===== src/rtl/psi_bitmask_decoder.sv =====
// -----------------------------------------------------------------------------
// psi_bitmask_decoder
//
// Takes a B-bit set bitmask and emits the index of each member, lowest first,
// one index per out handshake. A one-cycle 'done' pulse closes each set,
// including the empty set.
//
// Optional feature (compile-time macro): PSI_DEC_COUNT_EN
//   defined   -> port 'cnt' reports the members emitted for the current set
//   undefined -> no 'cnt' port and no counter
//
// Ports
//   clk        single clock, rising-edge state updates
//   rst        synchronous, active-high reset
//   in_valid   bitmask offered
//   in_ready   decoder accepts a bitmask this cycle (IDLE only)
//   in_mask    B-bit bitmask, bit i set means element i is in the set
//   out_valid  out_idx holds a member index
//   out_ready  consumer accepts out_idx
//   out_idx    index of the current member
//   out_last   current index is the final member of the set
//   done       one-cycle pulse when emission of a set completes
//   cnt        members emitted for the current set (PSI_DEC_COUNT_EN only)
//
// Handshake: a transfer happens on a rising edge where valid && ready are both
// high. A producer holding valid keeps its payload stable until ready; here
// out_idx/out_last depend only on registered state, so they cannot change
// while out_valid is high and out_ready is low.
// -----------------------------------------------------------------------------
module psi_bitmask_decoder #(
  parameter int B  = 10,
  parameter int IW = 4,
  parameter int CW = 4
) (
  input  logic          clk,
  input  logic          rst,
  input  logic          in_valid,
  output logic          in_ready,
  input  logic [B-1:0]  in_mask,
  output logic          out_valid,
  input  logic          out_ready,
  output logic [IW-1:0] out_idx,
  output logic          out_last,
  output logic          done
`ifdef PSI_DEC_COUNT_EN
  ,
  output logic [CW-1:0] cnt
`endif
);

  typedef enum logic [1:0] {
    ST_IDLE = 2'd0,
    ST_SCAN = 2'd1,
    ST_DONE = 2'd2
  } state_t;

  state_t       state;
  logic [B-1:0] rem;

  // rem with its lowest set bit cleared
  logic [B-1:0] rem_next;
  assign rem_next = rem & (rem - B'(1));

  // All outputs are decoded from registered state and rem only.
  assign in_ready  = (state == ST_IDLE);
  assign out_valid = (state == ST_SCAN);
  assign done      = (state == ST_DONE);
  // Exactly one bit set: non-zero and clearing the lowest bit leaves nothing.
  assign out_last  = (rem != '0) && (rem_next == '0);

  // Priority encoder: descending scan so the lowest set bit wins.
  always_comb begin
    out_idx = '0;
    for (int i = B - 1; i >= 0; i--) begin
      if (rem[i]) out_idx = IW'(i);
    end
  end

  always_ff @(posedge clk) begin
    if (rst) begin
      state <= ST_IDLE;
      rem   <= '0;
    end else begin
      case (state)
        ST_IDLE: begin
          if (in_valid) begin
            rem   <= in_mask;
            state <= (in_mask != '0) ? ST_SCAN : ST_DONE;
          end
        end
        ST_SCAN: begin
          // in_valid is not looked at here, so offers during SCAN are dropped
          if (out_ready) begin
            rem <= rem_next;
            if (out_last) state <= ST_DONE;
          end
        end
        ST_DONE: state <= ST_IDLE;
        default: state <= ST_IDLE;
      endcase
    end
  end

`ifdef PSI_DEC_COUNT_EN
  // Cleared on load, counts out handshakes, held until the next load.
  always_ff @(posedge clk) begin
    if (rst) begin
      cnt <= '0;
    end else if (state == ST_IDLE && in_valid) begin
      cnt <= '0;
    end else if (state == ST_SCAN && out_ready) begin
      cnt <= cnt + CW'(1);
    end
  end
`endif

endmodule


===== config.mk =====
export PLATFORM = sky130hd
export DESIGN_NAME = psi_bitmask_decoder
export DESIGN_NICKNAME = d
export VERILOG_FILES = /design/src/rtl/psi_bitmask_decoder.sv
export SDC_FILE = /design/constraint.sdc
export NUM_CORES = 1
export LEC_CHECK = 0
export ABC_AREA = 1
export CELL_PAD_IN_SITES_DETAIL_PLACEMENT = 1
export CELL_PAD_IN_SITES_GLOBAL_PLACEMENT = 2
export CORE_ASPECT_RATIO = 0.9
export CORE_MARGIN = 2
export CORE_UTILIZATION = 23
export CTS_BUF_LIST = sky130_fd_sc_hd__clkbuf_8
export DETAILED_ROUTE_END_ITERATION = 8
export GPL_TIMING_DRIVEN = 0
export PLACE_DENSITY = 0.89
export SLEW_MARGIN = 10
export SYNTH_ARGS = -nofsm -noshare
export SYNTH_HDL_FRONTEND = slang
export SYNTH_SLANG_ARGS = --single-unit

===== constraint.sdc =====
create_clock -name clk -period 1.55 [get_ports clk]
set_clock_uncertainty 0.2 [all_clocks]
set_input_delay 0.31 -clock clk [delete_from_list [all_inputs] [get_ports clk]]
set_output_delay 0.31 -clock clk [all_outputs]
set_load 0.01 [all_outputs]

==> results.md <==
- Status: finished with violations
- Failing checks: setup timing
- RSZ-0062 raised after global routing: true
- H-Tree Depth: 1
- I/O Pins: 22
- Element type at the critical path start: register
- CTS tree: yes
- Clock Tree Buf Depth: 2
- Max_slew headroom: 78.1%
- CP Capture Type: output port
- Syn-to-layout area delta: 66.0%
- Drt pass-1 iters: 4
- Hold_buf cts: 0
- Post-route clock period utilization: 132%
- Mapped cell area: 810 sq um
- Die Y-Extent: 60.3 um
- Crit path max fanout: 5
- Critical path class: register to output port
- Cell area power density: 2410 nW/um^2
- Port bufs: 21
- Placed insts: 191
- Final hold slack: 318 ps
- Setup TNS: -1840 ps
- Net count after synthesis: 140
- Most frequent cells in the layout: nand2_1 (21), buf_4 (14), a21oi_1 (12)
- Vias in the first global route: 1060
- Critical path arrival: 1530 ps
- Setup ws final: -490 ps
- Total Nets Final: 184
- Sw power: 1.54 mW
- Total track usage: 15.9%
- CP required: 1040 ps
- Syn_area_per_cell: 6.42 sq um
- Post-route insts no fill: 212
- Clock Root Buffer: clkbuf_8
- Worst min-delay path class: input pin to register
- Largest net degree at the start of global routing: 10
- Pint: 1.70 mW
- Cells after synthesis: 126
- Final instance area: 1340 sq um
- Reg power frac: 20.5%
- Fmax: 490 MHz
- Hold Vio Cnt, Final: 0
- Filler cell count: 428
- LEAKAGE: 0.595 nW
- Post-Place Worst Slack: -707 ps
- CTS Buf Count: 3
- Routed length per instance: 15.3 um
- Slew Viols, Final: 0
- Initial DRC count: 52
- Commonest non-fill, non-tap cell in the layout: nand2_1
- Slew @ Worst Pin: 328 ps
- Via/cell ratio: 4.85
- Clk sinks: 12
- DR vias: 1028
- Die width: 66.5 um
- Initial antenna violation count: 0
- Synth Register Bits: 12
- Comb pwr share: 70.2%
- DRC viols: 0
- First-pass GRT wire length: 4810 um
- Minimum clock period: 2040 ps
- CORE AREA: 3380 sq um
- Setup violations, final: 7
- Congestion Overflow GR: 0
- YS warnings: 0
- Worst IR Drop VDD: 0.495 mV
- Placer Congestion: 0.852
- Initial Util: 24.0%
- Antenna Cells: 0
- Post-Route WL: 3250 um
- Library cells used by synthesis: 22
- Post-DP HPWL: 2050 um
- Max-Cap Viols: 0
- Antenna-violating nets left: 0
- Total Power: 3.24 mW
- Core Util, Final: 39.8%
- Die ar.: 4010 sq um
- Clock power frac: 9.4%
- Sw Share: 47.7%
- Placed Area: 1080 sq um
- FP Rows: 20
- Sequential area share after synthesis: 29.7%
- Latest clock arrival within the worst-skew pair: 240 ps
- CTS clk-pin slew, worst paths: 60 ps
- Share of layout cells above drive strength 1: 46.4%
==> layout make-up <==
cell class / instances / area (sq um) / area share (%)
Clock buffer: 3 / 41.3 / 3.07
Inverter: 15 / 61.3 / 4.56
Multi-Input combinational cell: 98 / 576 / 42.8
Sequential cell: 12 / 269 / 20.0
Tap cell: 44 / 55.1 / 4.10
Buffer: 2 / 22.5 / 1.68
Timing Repair Buffer: 38 / 319 / 23.7
==> cells by family after synthesis <==
kind of cell	Yosys count	share of synthesized area, %
AOI/OAI and AO/OA	40	28.0
buffers and inverters	17	9.74
DFF	12	29.7
and+or+nand+nor	57	32.6
==> per-layer routing <==
metal  up-vias  routed length [um]  track usage, %
li1        507                   -               -
met1       496                1340            19.3
met2        20                1760            28.4
met3         5                  98            2.82
met4         0                  45            4.96
met5         -                   0               0
==> critical path, cell delays in order (launching register included) <==
cell and delay, ps:
dfxtp_4 360, nor2_4 180, nand2_4 100, nand2_2 80, inv_2 40, nor2_2 90
nand2_1 80, nor2_2 130, nand2_2 80, inv_2 50, buf_6 90
==> power groups by stage <==
stage	clock network, mW	logic [mW]	registers [mW]
after floorplan	0	1.06	0.546
after CTS	0.298	1.94	0.639
after global placement	0	1.59	0.579
final	0.303	2.27	0.663
after detailed placement	0	1.63	0.586
after global routing	0.313	2.48	0.681
==> synth_stat cells <==
master / n / area [sq um]
o21ai_0: 16 / 80.1
inv_1: 13 / 48.8
or2_2: 2 / 12.5
nor2_4: 2 / 22.5
a31oi_1: 1 / 6.26
nand2_2: 4 / 25.0
o211ai_2: 1 / 12.5
o22ai_2: 1 / 12.5
nor2_2: 3 / 18.8
o21ai_1: 4 / 20.0
o22ai_1: 1 / 6.26
nor2_1: 14 / 52.6
nand3b_1: 1 / 7.51
nand4_1: 1 / 6.26
a21oi_1: 14 / 70.1
o21ba_2: 1 / 10.0
dfxtp_1: 12 / 240
a21oi_2: 1 / 8.76
nand2_1: 25 / 93.8
inv_2: 2 / 7.51
nand3_1: 5 / 25.0
buf_6: 2 / 22.5
==> what timing repair did <==
item / CTS / global route
gates resized for setup: 59 / 26
endpoints found under the setup margin: 14 / 19
gates cloned: 2 / 0
pin swaps: 11 / 15
buffers inserted: 10 / 6
==> sequential cells by signal (all words and copies together) (netlist names) <==
| register | count |
|---|---|
| rem | 10 |
| state | 2 |
==> path summary, 6_finish.rpt <==
path / startpoint / end / slack (ps) / cells past startpoint
min reg2reg: rem[8]$_SDFFE_PP0P_ / rem[8]$_SDFFE_PP0P_ / 320 / 2
max: rem[1]$_SDFFE_PP0P_ / out_last / -490 / 10
min: out_ready / state[0]$_SDFFE_PP0P_ / 320 / 4
max reg2reg: rem[1]$_SDFFE_PP0P_ / state[0]$_SDFFE_PP0P_ / -250 / 12
(Power assumes the default switching activity.)
